### src/rtl/bcd_pkg.sv
// Shared definitions for the serial BCD accumulator.
//   DIGIT_W        : bits per packed BCD digit
//   BCD_MAX        : largest legal BCD digit value
//   state_t        : controller states
//   bcd_digit_valid: true when a 4-bit value is a legal BCD digit
package bcd_pkg;

   localparam int unsigned DIGIT_W = 4;
   localparam logic [DIGIT_W-1:0] BCD_MAX = 4'd9;

   typedef enum logic [1:0] {
      IDLE = 2'd0,
      ADD  = 2'd1,
      DONE = 2'd2
   } state_t;

   function automatic logic bcd_digit_valid(input logic [DIGIT_W-1:0] d);
      return (d <= BCD_MAX);
   endfunction

endpackage

### src/rtl/bcd_digit_add.sv
// Combinational mod-10 digit adder with carry.
//   a, b : BCD digit operands (0..9)
//   cin  : carry in
//   s    : BCD sum digit
//   cout : carry out (digit sum was 10..19)
module bcd_digit_add
   import bcd_pkg::*;
(
   input  logic [DIGIT_W-1:0] a,
   input  logic [DIGIT_W-1:0] b,
   input  logic               cin,
   output logic [DIGIT_W-1:0] s,
   output logic               cout
);

   logic [DIGIT_W:0] sum;

   always_comb begin
      sum  = {1'b0, a} + {1'b0, b} + {{DIGIT_W{1'b0}}, cin};
      s    = sum[DIGIT_W-1:0];
      cout = 1'b0;
      if (sum > {1'b0, BCD_MAX}) begin
         // Subtracting 10 on the low nibble alone is exact modulo 16 for 10..19.
         s    = sum[DIGIT_W-1:0] - 4'd10;
         cout = 1'b1;
      end
   end

endmodule

### src/rtl/bcd_accumulator_ctrl.sv
// Serial multi-digit BCD accumulator controller. Each accepted operand is
// added into the accumulator one digit per cycle, LSD first, through a single
// shared digit adder.
//   clk, rst_n : clock, async active-low reset
//   clear      : synchronous clear/abort
//   in_valid/in_ready/in_data : operand handshake, packed BCD
//   acc        : accumulator (packed BCD)
//   out_valid  : one-cycle pulse, acc holds a completed sum
//   overflow   : sticky carry out of the MSD
//   err        : one-cycle pulse, operand rejected (non-BCD digit)
//   busy       : high in ADD and DONE
module bcd_accumulator_ctrl
   import bcd_pkg::*;
#(
   parameter int unsigned DIGITS = 4
) (
   input  logic                      clk,
   input  logic                      rst_n,
   input  logic                      clear,
   input  logic                      in_valid,
   output logic                      in_ready,
   input  logic [DIGIT_W*DIGITS-1:0] in_data,
   output logic [DIGIT_W*DIGITS-1:0] acc,
   output logic                      out_valid,
   output logic                      overflow,
   output logic                      err,
   output logic                      busy
);

   localparam int unsigned IDX_W = $clog2(DIGITS);
   localparam logic [IDX_W-1:0] LAST_IDX = IDX_W'(DIGITS - 1);

   state_t                    state;
   logic [IDX_W-1:0]          idx;
   logic                      carry;
   logic [DIGIT_W*DIGITS-1:0] op_q;

   logic                      in_bcd_ok;
   logic [DIGIT_W-1:0]        acc_digit;
   logic [DIGIT_W-1:0]        op_digit;
   logic [DIGIT_W-1:0]        sum_digit;
   logic                      sum_cout;

   always_comb begin
      in_bcd_ok = 1'b1;
      for (int unsigned i = 0; i < DIGITS; i++) begin
         if (!bcd_digit_valid(in_data[i*DIGIT_W +: DIGIT_W])) begin
            in_bcd_ok = 1'b0;
         end
      end
   end

   always_comb begin
      acc_digit = acc[int'(idx)*DIGIT_W +: DIGIT_W];
      op_digit  = op_q[int'(idx)*DIGIT_W +: DIGIT_W];
   end

   bcd_digit_add u_digit_add (
      .a    (acc_digit),
      .b    (op_digit),
      .cin  (carry),
      .s    (sum_digit),
      .cout (sum_cout)
   );

   assign in_ready  = (state == IDLE) && !clear;
   assign out_valid = (state == DONE);
   assign busy      = (state != IDLE);

   always_ff @(posedge clk or negedge rst_n) begin
      if (!rst_n) begin
         state    <= IDLE;
         idx      <= '0;
         carry    <= 1'b0;
         op_q     <= '0;
         acc      <= '0;
         overflow <= 1'b0;
         err      <= 1'b0;
      end else begin
         err <= 1'b0;
         if (clear) begin
            state    <= IDLE;
            idx      <= '0;
            carry    <= 1'b0;
            acc      <= '0;
            overflow <= 1'b0;
         end else begin
            unique case (state)
               IDLE: begin
                  if (in_valid) begin
                     if (in_bcd_ok) begin
                        op_q  <= in_data;
                        idx   <= '0;
                        carry <= 1'b0;
                        state <= ADD;
                     end else begin
                        err <= 1'b1;
                     end
                  end
               end
               ADD: begin
                  acc[int'(idx)*DIGIT_W +: DIGIT_W] <= sum_digit;
                  carry <= sum_cout;
                  if (idx == LAST_IDX) begin
                     idx      <= '0;
                     overflow <= overflow | sum_cout;
                     state    <= DONE;
                  end else begin
                     idx <= idx + 1'b1;
                  end
               end
               DONE: begin
                  state <= IDLE;
               end
               default: begin
                  state <= IDLE;
               end
            endcase
         end
      end
   end

endmodule

### config.mk
export PLATFORM = sky130hd
export DESIGN_NAME = bcd_accumulator_ctrl
export DESIGN_NICKNAME = d
export VERILOG_FILES = /design/src/rtl/bcd_pkg.sv /design/src/rtl/bcd_digit_add.sv /design/src/rtl/bcd_accumulator_ctrl.sv
export SDC_FILE = /design/constraint.sdc
export NUM_CORES = 1
export LEC_CHECK = 0
export CORE_MARGIN = 2
export CORE_UTILIZATION = 46
export CTS_BUF_LIST = sky130_fd_sc_hd__clkbuf_16
export CTS_CLUSTER_DIAMETER = 40
export DETAILED_ROUTE_END_ITERATION = 16
export GPL_TIMING_DRIVEN = 0
export HOLD_SLACK_MARGIN = 0.02
export PLACE_DENSITY = 0.78
export SLEW_MARGIN = 20
export SYNTH_ARGS = -nofsm -noshare
export SYNTH_HDL_FRONTEND = slang
export SYNTH_SLANG_ARGS = --single-unit
### constraint.sdc
create_clock -name clk -period 3.7 [get_ports clk]
set_input_delay 0.74 -clock clk [delete_from_list [all_inputs] [get_ports clk]]
set_output_delay 0.74 -clock clk [all_outputs]
set_load 0.01 [all_outputs]
## Word level (Yosys, flattened, before mapping)

Cells that the tools add are included.

- Add/subtract/negate cells: 5
- Bitwise logic cells: 2
- Shift-type cells: 4
- Reduce and logical (&&, ||, !) cells: 11
- $lt $le $gt $ge: 5
- Muxes and demuxes: 30
- Equality and inequality tests: 6

Operator list:

| operator | number |
|---|---|
| $neg A4 Y34 | 1 |
| $shift A4 B34 Y16 const A | 1 |
| $shiftx A4 B34 Y16 | 1 |
| $mux W16 | 2 |
| $shiftx A16 B5 Y4 | 2 |
| $bwmux W16 | 1 |
| $le A4 B4 Y1 const B | 4 |
| $mux W2 | 8 |
| $mux W1 | 15 |
| $ne A3 B3 Y1 const B | 3 |
| $pmux W2 S2 | 2 |
| $reduce_and A3 Y1 | 2 |
| $reduce_bool A2 Y1 | 3 |
| $add A4 B4 Y5 | 1 |
| $add A5 B1 Y5 | 1 |
| $gt A5 B4 Y1 const B | 1 |
| $eq A2 B2 Y1 const B | 2 |
| $mux W4 | 1 |
| $reduce_and A4 Y1 | 1 |
| $sub A4 B4 Y4 const B | 1 |
| $reduce_bool A3 Y1 | 1 |
| $add A2 B1 Y2 const B | 1 |
| $eq A2 B1 Y1 const B | 1 |
| $logic_not A2 Y1 | 1 |
| other kinds (6) | 6 |

- Word-level logic and storage cells: 70
- Bits of input ports: 20
- Register bits after elaboration: 39
- Output and inout bits: 21

## Logic depth before layout (Yosys ltp)

Gate-level depths: netlist (run 1).

- Word-level depth: 9
- Mapped depth: 13
- Gate-level depth less buffers: 11

## Cells and area by module

Synthesis (run 1) repeated with hierarchy kept, for this count alone.

- Cells, all modules: 157
- Area total of the unflattened synthesis: 2,140.8 µm²

Modules (own cells, without submodules):

| module | instances | sequential area each (µm²) | area each (µm²) | cells each |
|---|---|---|---|---|
| bcd_accumulator_ctrl | 1 | 975.9 | 1,929.4 | 135 |
| bcd_digit_add | 1 | 0.0 | 211.5 | 22 |

## Worst setup path before layout (run 1)

OpenSTA, ideal clock, no wires.

- Path type: register -> register
- From: register idx[0]
- To: register acc[6]
- Path buffers: 2
- Data arrival time: 3,840 ps
- Setup time: 78 ps
- Period minus slack after synthesis: 3,918 ps
- Required time: 3,622 ps
- Setup slack: -218 ps
- Cell stages (with the launch flop): 13
- Cells stage by stage: dfrtp_1 clkbuf_1 buf_2 mux4_2 fa_1 fa_1 xor2_1 inv_1 ha_1 nor2b_1 or3_4 o311a_4 o21ai_1

- Cells in the longest elaborated chain, start to end: 9
- Elaborated cells on any way between the ends: 13
- Classes of those cells: add/sub (4); order compare (1); shift (4); mux (4)

RTL lines:

| what | RTL line | RTL |
|---|---|---|
| start: declaration | bcd_accumulator_ctrl.sv:34 | `logic [IDX_W-1:0] idx;` |
| start signal: assignment | bcd_accumulator_ctrl.sv:109 | `idx <= idx + 1'b1;` |
| $shiftx A16 B5 Y4 (on tied branches) | bcd_accumulator_ctrl.sv:54, bcd_accumulator_ctrl.sv:55 |  |
| $add A4 B4 Y5 | bcd_digit_add.sv:19 | `sum = {1'b0, a} + {1'b0, b} + {{DIGIT_W{1'b0}}, cin};` |
| $add A5 B1 Y5 | bcd_digit_add.sv:19 |  |
| $sub A4 B4 Y4 / $gt A5 B4 Y1 (equally long branches) | bcd_digit_add.sv:24, bcd_digit_add.sv:22 |  |
| $mux W4 | bcd_digit_add.sv:22 | `if (sum > {1'b0, BCD_MAX}) begin` |
| $shiftx A4 B34 Y16 | bcd_accumulator_ctrl.sv:102 | `acc[int'(idx)*DIGIT_W +: DIGIT_W] <= sum_digit;` |
| $bwmux W16 (*) | bcd_accumulator_ctrl.sv:102 |  |
| $mux W16 (*) | bcd_accumulator_ctrl.sv:88 | `unique case (state)` |
| $mux W16 (*) | bcd_accumulator_ctrl.sv:81 | `if (clear) begin` |
| end signal: indexed assignment | bcd_accumulator_ctrl.sv:102 |  |
| end: declaration | bcd_accumulator_ctrl.sv:23 | `output logic [DIGIT_W*DIGITS-1:0] acc,` |

Every way passes the cells marked *; elsewhere a longest branch is shown, timed or not. The select of a mux whose other input is x is not followed.
A chain may end at the register's enable or synchronous reset.

## Final worst setup path (run 1)

- From: register idx[0]
- To: register acc[10]

The elaborated chain is that of the path after synthesis.

==> out/metrics.csv, run 1 <==
stage,metric,value,unit
run_status,status,finished clean,
worst_setup_path,critical path peak fanout,10,
sta,Layout Skew,0.00295,ns
placement,global placement routability congestion,0.790,
floorplan,initial core utilization,47.5,%
sta,max-slew violation count,0,
worst_hold_path,Worst Hold Class,input pin to asynchronous set/reset pin,
placement,port bufs,40,
worst_setup_path,CP peak stage delay,0.53,ns
power_and_ir_drop,clock network power share,30.1,%
logic_synthesis,"FF+latch count, synth",39,
clocking,CTS Buf Count,5,
power_and_ir_drop,register share of total power,38.9,%
clocking,Clock Sink Count,39,
power_and_ir_drop,Pint,0.929,mW
cells_and_area,# nets final,257,
power_and_ir_drop,Logic pwr share,31.0,%
sta,Rel. slew slack,57.4,%
drt,total wire length,4.90,mm
worst_setup_path,startpoint types,register,
cells_and_area,fin area,0.00276,mm2
cells_and_area,register area,976,um2
clocking,clock buffer depth,2,
sta,actual slew at the worst max-slew pin,0.635,ns
worst_setup_path,arrival time at the worst endpoint,3.79,ns
floorplan,die width,70.8,um
logic_synthesis,Synth Flop Type,dfrtp_1,
drt,antenna-violating nets left,0,
floorplan,Die Y,70.8,um
grt,GRT busiest layer,met2,
grt,met3 usage,4.13,%
logic_synthesis,Synth cell types,43,
worst_setup_path,family with the most delay on the worst path,adder cells,
worst_setup_path,crit-path most repeated cell,fa_2,
drt,drt drc,0,
grt,largest net degree at the start of global routing,26,
clocking,clock latency on the worst-skew pair,0.28,ns
logic_synthesis,yosys warns,0,
grt,vias in the first global route,1572,
sta,# setup viols final,0,
floorplan,die area,0.00502,mm2
grt,initial antenna violation count,0,
drt,Vias,1639,
clocking,"Reg clk slew, reported paths",0.05,ns
worst_setup_path,CP Data Required Time,3.90,ns
worst_setup_path,critical path class,register to register,
grt,met1 global-route usage,28.9,%
worst_setup_path,crit-path cells,clkbuf_8 > buf_12 > mux4_2 > fa_2 > fa_2 > xor2_2 > inv_1 > ha_2 > nor2b_1 > or3_4 > o311a_4 > o21ai_1,
clocking,CTS tree,built,
cells_and_area,layout cells sized above 1,16.3,%
drt,1st-iter DRT viols,91,
logic_synthesis,post-synthesis instance area,0.00205,mm2
grt,first-pass GRT wire length,7.96,mm
logic_synthesis,register area share after synthesis,47.5,%
sta,setup TNS,0,ns
logic_synthesis,Syn Area/Cell,11.8,um2
flow_run,max_cap viols,0,
power_and_ir_drop,Net Switching,0.393,mW
cells_and_area,P&R area growth vs syn,34.1,%
worst_setup_path,Crit-path slowest cell,mux4_2,
power_and_ir_drop,P_leak,1.19,nW
power_and_ir_drop,worst vdd rail ir drop,0.340,mV
clocking,CTS root buffer,clkbuf_16,
cells_and_area,antenna cells,0,
logic_synthesis,syn_nets,204,
power_and_ir_drop,cell area power density,480,mW/mm2
logic_synthesis,ys async rst share,100,%
cells_and_area,fill count,330,
worst_setup_path,endpoint class of the critical path,register,
floorplan,std cell rows,24,
cells_and_area,Multi-input gate area,0.00104,mm2
clocking,H-tree depth,2,
sta,final hold vios,0,
logic_synthesis,Post-Synthesis Cells,174,
sta,Final Critical Period,3.59,ns
sta,Final period util,97.0,%
drt,routed length per placed instance,17.6,um
floorplan,CORE AREA,0.00432,mm2
logic_synthesis,Post-synth EDFFs,0,
sta,maximum clock rate,279,MHz
placement,post-DP HPWL,3.65,mm
power_and_ir_drop,switching share of power,29.8,%
grt,grt total ovfl,0,
placement,Placed Instance Area,0.00255,mm2
worst_setup_path,"Buf+Inv Stages, Crit Path",3,
drt,Pre-Repair DR Iteration Count,4,
cells_and_area,utilization after layout,63.7,%
drt,DR vias/cell,5.87,
grt,routing usage on met2,32.2,%
grt,GRT Total Usage,20.7,%
floorplan,I/O pins,41,
==> logic make-up (layout without fill, tap and decap cells) <==
kind of cell | count (synthesis) | after routing | synth area share, %
simple gates | 45 | 45 | 11.3
compound gates | 41 | 41 | 13.3
flops | 39 | 39 | 47.5
mux | 25 | 25 | 18.0
buf+inv | 13 | 66 | 2.68
fa+ha+maj | 10 | 10 | 6.82
xor+xnor | 1 | 1 | 0.426
==> stage by stage <==
stage                     std cells  worst slack (ns)  power, mW  hold WS [ns]
after floorplan                 174            0.0141      0.768         0.444
after global placement          266            -0.271      0.870         0.463
after detailed placement        267            -0.317      0.887         0.472
after CTS                       277            0.0168       1.30         0.387
after global routing            279           -0.0106       1.38         0.396
final                           279             0.113       1.32         0.382
==> worst register-to-register path, delay by kind of cell (launching register included) <==
family                   cells  cell delay, ns
adder cells (fa/ha/maj)      3            0.98
XOR/XNOR                     1            0.16
buffers and inverters        3            0.38
AO/OA/AOI/OAI                2            0.53
AND/OR/NAND/NOR              2            0.56
multiplexers                 1            0.53
flip-flops                   1            0.36
==> synth_stat cells, types with 3 or more instances <==
cell type / instances / area share (%)
mux4_2: 8 / 8.8
o21ai_1: 16 / 3.9
clkbuf_1: 3 / 0.55
nand2_1: 21 / 3.8
nor2_1: 5 / 0.91
inv_1: 7 / 1.3
a21oi_1: 4 / 0.97
mux2_1: 16 / 8.8
o21ai_0: 5 / 1.2
ha_1: 8 / 4.9
a22o_1: 3 / 1.3
dfrtp_1: 39 / 48
==> layout make-up <==
class / instances / share of cell area [%]
buffer: 6 / 2.00
clock buffer: 5 / 4.54
clock inverter: 2 / 0.318
inverter: 7 / 0.954
multi-input combinational: 122 / 37.7
sequential: 39 / 35.4
tap: 52 / 2.36
timing repair buffer: 46 / 16.7
==> flip-flops by register name (all words and copies together), names as in the netlist <==
register / count
overflow: 1
err: 1
acc: 16
idx: 2
carry: 1
state: 2
op_q: 16
==> layer usage <==
metal | part of all wire (%) | wire length [um]
met1 | 42 | 2060
met2 | 51 | 2490
met3 | 5.3 | 258
met4 | 2.0 | 96
met5 | 0 | 0
==> path summary, 6_finish.rpt <==
check	depth (start not counted)	slack, ns	endpoint	startpoint
setup / recovery	12	0.11	acc[10]$_DFFE_PN0P_	idx[0]$_DFFE_PN0P_
hold / removal	1	0.38	acc[8]$_DFFE_PN0P_	rst_n
setup reg to reg	12	0.11	acc[10]$_DFFE_PN0P_	idx[0]$_DFFE_PN0P_
hold reg to reg	1	0.49	op_q[6]$_DFFE_PN0P_	op_q[6]$_DFFE_PN0P_
max in group asynchronous	2	2.87	op_q[4]$_DFFE_PN0P_	rst_n
min in group clk	1	0.49	op_q[6]$_DFFE_PN0P_	op_q[6]$_DFFE_PN0P_
==> cell usage in the layout (no fill, tap or decap), types with 3 or more instances in the layout <==
| cell | n |
|---|---|
| inv_1 | 7 |
| a21oi_1 | 4 |
| ha_1 | 7 |
| mux4_2 | 8 |
| a22o_1 | 3 |
| o21ai_1 | 16 |
| o21ai_0 | 5 |
| buf_4 | 6 |
| clkbuf_16 | 5 |
| clkdlybuf4s50_1 | 39 |
| mux2_1 | 16 |
| nand2_1 | 21 |
| nor2_1 | 5 |
| dfrtp_1 | 39 |
==> power groups by stage <==
stage / combinational [mW] / clock, mW / sequential, mW
floorplan: 0.259 / 0 / 0.509
finish: 0.410 / 0.398 / 0.514
global placement: 0.354 / 0 / 0.516
global route: 0.441 / 0.417 / 0.520
detailed placement: 0.368 / 0 / 0.519
CTS: 0.387 / 0.401 / 0.513
==> repair_timing <==
action,4_1_cts,5_1_grt
pin swaps,1,2
gates resized for setup,6,3
endpoints found under the setup margin,10,10
setup buffers,3,2
hold buffers,0,0
endpoints found under the hold margin,0,0
Note: power is estimated with default switching activity, not from simulation.
==> run 2, diff against run 1 <==
--- a/config.mk
+++ b/config.mk
@@ -11,7 +11,7 @@
 export CTS_CLUSTER_DIAMETER = 40
 export DETAILED_ROUTE_END_ITERATION = 16
 export GPL_TIMING_DRIVEN = 0
-export HOLD_SLACK_MARGIN = 0.02
+export HOLD_SLACK_MARGIN = 0.03
 export PLACE_DENSITY = 0.78
 export SLEW_MARGIN = 20
 export SYNTH_ARGS = -nofsm -noshare
==> results of run 2 <==
Final layout, timing and power as in run 1 (identical DEF).
